<file path="src/rtl/vga_pkg.sv">
// Shared definitions for the VGA frame reader: default 640x480@60 timing,
// image window defaults and placement, bus widths, and the alignment
// pipeline stage record.
package vga_pkg;

  localparam int unsigned VGA_H_VIS  = 640;
  localparam int unsigned VGA_H_FP   = 16;
  localparam int unsigned VGA_H_SYNC = 96;
  localparam int unsigned VGA_H_BP   = 48;
  localparam int unsigned VGA_H_TOT  = VGA_H_VIS + VGA_H_FP + VGA_H_SYNC + VGA_H_BP;

  localparam int unsigned VGA_V_VIS  = 480;
  localparam int unsigned VGA_V_FP   = 10;
  localparam int unsigned VGA_V_SYNC = 2;
  localparam int unsigned VGA_V_BP   = 33;
  localparam int unsigned VGA_V_TOT  = VGA_V_VIS + VGA_V_FP + VGA_V_SYNC + VGA_V_BP;

  localparam int unsigned VGA_IMG_W  = 256;
  localparam int unsigned VGA_IMG_H  = 256;
  localparam int unsigned VGA_X0     = (VGA_H_VIS - VGA_IMG_W) / 2;
  localparam int unsigned VGA_Y0     = (VGA_V_VIS - VGA_IMG_H) / 2;

  localparam int unsigned VGA_ADDR_W = 16;
  localparam int unsigned VGA_PIX_W  = 32;
  localparam int unsigned VGA_COL_W  = 8;

  // Per-pixel attributes carried alongside the RAM read so they line up with q.
  typedef struct packed {
    logic visible;
    logic in_window;
    logic border;
    logic hsync;
    logic vsync;
    logic frame_start;
  } vga_stage_t;

endpackage

</file>
<file path="src/rtl/vga_timing.sv">
// Raster timing generator: horizontal/vertical position counters plus the
// visible-region and sync decodes of the current position.
// Ports: clk, reset (async, active high), enable (counters hold when low);
//        h_cnt, v_cnt (registered position); visible_c, hsync_c, vsync_c
//        (combinational decodes of h_cnt/v_cnt, sync active high).
module vga_timing #(
  parameter int unsigned H_VIS  = 640,
  parameter int unsigned H_FP   = 16,
  parameter int unsigned H_SYNC = 96,
  parameter int unsigned H_TOT  = 800,
  parameter int unsigned V_VIS  = 480,
  parameter int unsigned V_FP   = 10,
  parameter int unsigned V_SYNC = 2,
  parameter int unsigned V_TOT  = 525,
  parameter int unsigned HW     = 10,
  parameter int unsigned VW     = 10
) (
  input  logic          clk,
  input  logic          reset,
  input  logic          enable,
  output logic [HW-1:0] h_cnt,
  output logic [VW-1:0] v_cnt,
  output logic          visible_c,
  output logic          hsync_c,
  output logic          vsync_c
);

  // Position counters; v_cnt steps on each h_cnt wrap.
  always_ff @(posedge clk or posedge reset) begin
    if (reset) begin
      h_cnt <= '0;
      v_cnt <= '0;
    end else if (enable) begin
      if (h_cnt == HW'(H_TOT - 1)) begin
        h_cnt <= '0;
        if (v_cnt == VW'(V_TOT - 1)) v_cnt <= '0;
        else                         v_cnt <= v_cnt + VW'(1);
      end else begin
        h_cnt <= h_cnt + HW'(1);
      end
    end
  end

  // Region decodes of the current position.
  always_comb begin
    visible_c = (h_cnt < HW'(H_VIS)) && (v_cnt < VW'(V_VIS));
    hsync_c   = (h_cnt >= HW'(H_VIS + H_FP)) && (h_cnt < HW'(H_VIS + H_FP + H_SYNC));
    vsync_c   = (v_cnt >= VW'(V_VIS + V_FP)) && (v_cnt < VW'(V_VIS + V_FP + V_SYNC));
  end

endmodule

</file>
<file path="src/rtl/vga_frame_reader.sv">
// VGA scan-out of a grayscale frame buffer centred in the visible area.
// Ports: clk, reset (async, active high), enable (freezes counters and all
//        pipeline registers when low); rd_addr/rd_en (frame-buffer read,
//        row-major); pixel (RAM q, bits [7:0] used); r, g, b, hsync_n,
//        vsync_n, blank_n, frame_start (registered video outputs).
// Build option: define VGA_FRAME_BORDER_EN to draw a white one-pixel ring
// just outside the image window.
// The RAM read pipeline is expected to advance on the same enable, so data
// in flight stays paired with its address across a scan pause.
module vga_frame_reader
  import vga_pkg::*;
#(
  parameter int unsigned H_VIS      = VGA_H_VIS,
  parameter int unsigned H_FP       = VGA_H_FP,
  parameter int unsigned H_SYNC     = VGA_H_SYNC,
  parameter int unsigned H_BP       = VGA_H_BP,
  parameter int unsigned V_VIS      = VGA_V_VIS,
  parameter int unsigned V_FP       = VGA_V_FP,
  parameter int unsigned V_SYNC     = VGA_V_SYNC,
  parameter int unsigned V_BP       = VGA_V_BP,
  parameter int unsigned IMG_W      = VGA_IMG_W,
  parameter int unsigned IMG_H      = VGA_IMG_H,
  parameter int unsigned RD_LATENCY = 2
) (
  input  logic                  clk,
  input  logic                  reset,
  input  logic                  enable,
  output logic [VGA_ADDR_W-1:0] rd_addr,
  output logic                  rd_en,
  input  logic [VGA_PIX_W-1:0]  pixel,
  output logic [VGA_COL_W-1:0]  r,
  output logic [VGA_COL_W-1:0]  g,
  output logic [VGA_COL_W-1:0]  b,
  output logic                  hsync_n,
  output logic                  vsync_n,
  output logic                  blank_n,
  output logic                  frame_start
);

  localparam int unsigned H_TOT = H_VIS + H_FP + H_SYNC + H_BP;
  localparam int unsigned V_TOT = V_VIS + V_FP + V_SYNC + V_BP;
  localparam int unsigned HW    = $clog2(H_TOT);
  localparam int unsigned VW    = $clog2(V_TOT);
  localparam int unsigned X0    = (H_VIS - IMG_W) / 2;
  localparam int unsigned Y0    = (V_VIS - IMG_H) / 2;

`ifdef VGA_FRAME_BORDER_EN
  localparam logic [VGA_COL_W-1:0] BORDER_COL = '1;
`else
  localparam logic [VGA_COL_W-1:0] BORDER_COL = '0;
`endif

  logic [HW-1:0]          h_cnt;
  logic [VW-1:0]          v_cnt;
  logic                   visible_c, hsync_c, vsync_c;
  logic                   in_window_c;
  logic [31:0]            dx_c, dy_c;
  logic [VGA_ADDR_W-1:0]  win_addr_c;
  vga_stage_t             st0_c;
  vga_stage_t             pipe [RD_LATENCY+1];
  vga_stage_t             last;
  logic [VGA_COL_W-1:0]   colour_c;
  logic                   unused_pixel_bits;

  vga_timing #(
    .H_VIS (H_VIS), .H_FP (H_FP), .H_SYNC (H_SYNC), .H_TOT (H_TOT),
    .V_VIS (V_VIS), .V_FP (V_FP), .V_SYNC (V_SYNC), .V_TOT (V_TOT),
    .HW    (HW),    .VW   (VW)
  ) u_timing (
    .clk       (clk),
    .reset     (reset),
    .enable    (enable),
    .h_cnt     (h_cnt),
    .v_cnt     (v_cnt),
    .visible_c (visible_c),
    .hsync_c   (hsync_c),
    .vsync_c   (vsync_c)
  );

  // Window/ring classification and row-major address of the current position.
  always_comb begin
    in_window_c = (h_cnt >= HW'(X0)) && (h_cnt < HW'(X0 + IMG_W)) &&
                  (v_cnt >= VW'(Y0)) && (v_cnt < VW'(Y0 + IMG_H));
    dx_c        = 32'(h_cnt) - X0;
    dy_c        = 32'(v_cnt) - Y0;
    win_addr_c  = VGA_ADDR_W'(dy_c * IMG_W + dx_c);

    st0_c             = '0;
    st0_c.visible     = visible_c;
    st0_c.in_window   = in_window_c;
    // The ring is the window grown by one pixel on every side, minus the window.
    st0_c.border      = visible_c && !in_window_c &&
                        (h_cnt >= HW'(X0 - 1)) && (h_cnt <= HW'(X0 + IMG_W)) &&
                        (v_cnt >= VW'(Y0 - 1)) && (v_cnt <= VW'(Y0 + IMG_H));
    st0_c.hsync       = hsync_c;
    st0_c.vsync       = vsync_c;
    st0_c.frame_start = (h_cnt == '0) && (v_cnt == '0);
  end

  // Address register and attribute delay line matching the RAM latency.
  always_ff @(posedge clk or posedge reset) begin
    if (reset) begin
      rd_addr <= '0;
      rd_en   <= 1'b0;
      for (int unsigned i = 0; i <= RD_LATENCY; i++) pipe[i] <= '0;
    end else if (enable) begin
      rd_en <= in_window_c;
      if (in_window_c) rd_addr <= win_addr_c;
      pipe[0] <= st0_c;
      for (int unsigned i = 1; i <= RD_LATENCY; i++) pipe[i] <= pipe[i-1];
    end
  end

  assign last = pipe[RD_LATENCY];

  // Colour select for the pixel now on q.
  always_comb begin
    colour_c = '0;
    if (last.border)    colour_c = BORDER_COL;
    if (last.in_window) colour_c = pixel[VGA_COL_W-1:0];
  end

  assign unused_pixel_bits = ^pixel[VGA_PIX_W-1:VGA_COL_W];

  // Output register.
  always_ff @(posedge clk or posedge reset) begin
    if (reset) begin
      r           <= '0;
      g           <= '0;
      b           <= '0;
      blank_n     <= 1'b0;
      hsync_n     <= 1'b1;
      vsync_n     <= 1'b1;
      frame_start <= 1'b0;
    end else if (enable) begin
      r           <= colour_c;
      g           <= colour_c;
      b           <= colour_c;
      blank_n     <= last.visible;
      hsync_n     <= ~last.hsync;
      vsync_n     <= ~last.vsync;
      frame_start <= last.frame_start;
    end
  end

endmodule

</file>
<file path="config.mk">
export PLATFORM = sky130hd
export DESIGN_NAME = vga_frame_reader
export DESIGN_NICKNAME = d
export VERILOG_FILES = /design/src/rtl/vga_pkg.sv /design/src/rtl/vga_timing.sv /design/src/rtl/vga_frame_reader.sv
export SDC_FILE = /design/constraint.sdc
export NUM_CORES = 1
export LEC_CHECK = 0
export CAP_MARGIN = 20
export CORE_MARGIN = 1
export CORE_UTILIZATION = 45
export CTS_BUF_LIST = sky130_fd_sc_hd__clkbuf_8 sky130_fd_sc_hd__clkbuf_16
export DETAILED_ROUTE_END_ITERATION = 12
export DONT_BUFFER_PORTS = 1
export GPL_ROUTABILITY_DRIVEN = 0
export HOLD_SLACK_MARGIN = 0.15
export SYNTH_ARGS = -nofsm -noshare
export SYNTH_HDL_FRONTEND = slang
export SYNTH_SLANG_ARGS = --single-unit
</file>
<file path="constraint.sdc">
create_clock -name clk -period 6 [get_ports clk]
set_input_delay 1.2 -clock clk [delete_from_list [all_inputs] [get_ports clk]]
set_output_delay 1.2 -clock clk [all_outputs]
set_load 0.01 [all_outputs]
</file>
==> out/results.ini <==
[logic_synthesis]
avgSynthCellArea_um2 = 10.8
synth.area.mux_share = 0.0950
ys_ff_latch = 63
yosys-top-cells-count = dfrtp_1 (61), inv_1 (20), mux2_2 (18)
async_flop_share = 1.00
synthFlopType = dfrtp_1
ys_seq_area_frac = 0.464
synth_area_leaders = dfrtp_1 (45%), mux2_2 (6.0%), ha_1 (4.4%)
syn_inst = 316
synth_top_family_by_area = simple AND/OR/NAND/NOR gates
synth_xor_area_frac = 0.0386
syn_area_um2 = 3400
synth_adder_area_share = 0.0501
yosys_warnings = 0
syn_nets = 364
synth_edf_count = 0
yosysMostFrequentCell = dfrtp_1
synth-compound-area-share = 0.120
synthSimpleGateAreaFrac = 0.149
yosysTopAreaCell = dfrtp_1
synth_top_area_frac = 0.449
synth_cell_types = 53

[grt]
grt_remaining_overflow = 0
antenna_found_initial = 0
grt_use_total = 0.186
grt_start_max_net_pins = 38
grt_pass1_wl_um = 11000
first_global_vias = 2167

[sta]
max_freq_ghz = 0.367
rsz0062_at_grt = no
clock_skew_ns = 0.0118
tightest_slew_ns = 0.765
slew_violations = 0
finalHoldViolCount = 0
setup_tns_ns = 0
fin_crit_sh = 0.455
setup_slack_ns = 3.27
setup_viol = 0
fin_crit_ns = 2.73
slew_headroom = 0.490

[final_layout]
final_cell_area_um2 = 3560
n_antenna_cell = 0
drive_gt1_frac = 0.183
fin_cells = 399
area_delta_synth_final_pct = 4.71
fin_nets = 343

[place]
place_ws_ns = 3.26
dp.cells = 383
place_hpwl_um = 4670
placed_cell_area_um2 = 3330
port_buffers = 0

[clocking]
numCtsBuffers = 9
clock-sinks = 63
cts_resized = 0
cts_tree = done
clk_path_buf_depth = 2
htree_num_levels = 3
postCtsHoldBufs = 0
cts_setup_buffers = 0
cts_root_buffer = clkbuf_8
clock_latency_ns = 0.34
clk_pin_slew_ns = 0.08

[setup_path]
cp_data_arrival_time_ns = 2.96
start_kind = register
r2r_slack_ns = 3.27
r2r-start = u_timing.h_cnt[7]$_DFFE_PP0P_
crit_family = adder cells
startpoint = u_timing.h_cnt[7]$_DFFE_PP0P_
crit_slowest_cell = dfrtp_1
critPathRequiredTime_ns = 6.23
slowest_delay_ns = 0.50
crit_type = reg -> reg
critical_path.max_fanout = 10
path_cells = ha_1 > xnor2_1 > ha_1 > inv_1 > fa_1 > or3b_2 > mux2i_1 > xnor2_1 > mux2_2
worst-path-buf-inv = 1
cp-end-kind = register

[die]
die-area_um2 = 7910
initial_utilization = 0.466
rows = 31
die_h_um = 88.9
ios = 80
core_um2 = 7290
die_x_um = 88.9

[detailed_routing]
ant_nets = 0
route.detailed.drc = 0
wirelength_um = 6740
viasPerCell = 5.64
dr.pass1.iters = 4
vias = 2250
drt_iter0_drc = 124
wl_per_cell_um = 16.9

[run]
cap_viol_max_count = 0

[power]
power_density_nw_per_um2 = 283
power_mw = 1.01
ir_drop_uv = 131
p_leak_nw = 1.60

[worst_hold_path]
hp-class = reg -> reg
hold_start = last[2]$_DFFE_PP0P_

[status]
outcome = complete, no violations

worst reg2reg max path, delay by kind of cell, from the launching register on:
family,cells,cell delay (ns)
xor gates and xnor gates,2,0.22
adders and majority gates,3,0.94
muxes,2,0.45
buffers and inverters,1,0.07
DFF,1,0.50
and+or+nand+nor,1,0.46
sequential cells by signal (all words and copies together) (netlist names):
register,count
hsync_n,1
b,8
vsync_n,1
u_timing.v_cnt,10
last,5
u_timing.h_cnt,10
blank_n,1
frame_start,1
pipe,10
rd_addr,16
per-layer routing:
layer	global-route usage	part of all wire	up-vias
met5	0	0	-
li1	-	-	1075
met2	0.292	0.48	43
met4	0.0748	0.012	0
met3	0.0434	0.040	11
met1	0.249	0.47	1121
metrics by stage:
step | hold WS (ns) | util
finish | 0.421 | 0.488
global route | 0.455 | 0.488
CTS | 0.420 | 0.488
detailed placement | 0.422 | 0.457
global placement | 0.403 | 0.457
floorplan | 0.387 | -
path summary, 6_finish.rpt:
| path | end | cells past startpoint |
|---|---|---|
| min in group asynchronous | b[3]$_DFFE_PP0P_ | 1 |
| max in group asynchronous | vsync_n$_DFFE_PP1P_ | 2 |
| max reg2reg | rd_addr[12]$_DFFE_PP0P_ | 9 |
| min | hsync_n$_DFFE_PP1P_ | 1 |
| max | rd_addr[12]$_DFFE_PP0P_ | 9 |
| min reg2reg | hsync_n$_DFFE_PP1P_ | 1 |
layout make-up:
type                    count  area (µm²)
multi-input cells         199        1540
flip-flops and latches     63        1580
clock buffers               9         124
repair buffers              2        15.0
inverters                  20        75.1
well taps                  99         124
clock inverters             7         105
fillers                   698        3730
cell usage in the layout (no fill, tap or decap), types with 5 or more instances in the layout:
| cell type | count |
|---|---|
| o21ai_0 | 16 |
| a22o_1 | 8 |
| nand3_1 | 11 |
| nand2_1 | 16 |
| inv_1 | 19 |
| nand4_1 | 9 |
| nor2_1 | 6 |
| a31oi_1 | 5 |
| dfrtp_1 | 61 |
| mux2_4 | 6 |
| ha_1 | 12 |
| nor3_1 | 5 |
| a21o_1 | 5 |
| o31ai_1 | 7 |
| clkbuf_8 | 9 |
| xnor2_1 | 11 |
| mux2_2 | 18 |
| a21oi_1 | 12 |
report_power, final:
| part | total [mW] | switching [mW] | internal (mW) |
|---|---|---|---|
| Clock | 0.426 | 0.187 | 0.240 |
| Sequential | 0.497 | 0.0507 | 0.447 |
| Combinational | 0.0842 | 0.0488 | 0.0354 |
logic make-up (layout without fill, tap and decap cells):
logic type,after synthesis,count (layout)
compound gates,63,63
xor+xnor,15,15
fa+ha+maj,13,13
buf+inv,54,38
flops,63,63
mux,27,27
simple gates,81,81
No activity file was read; power rests on OpenSTA's default activity.
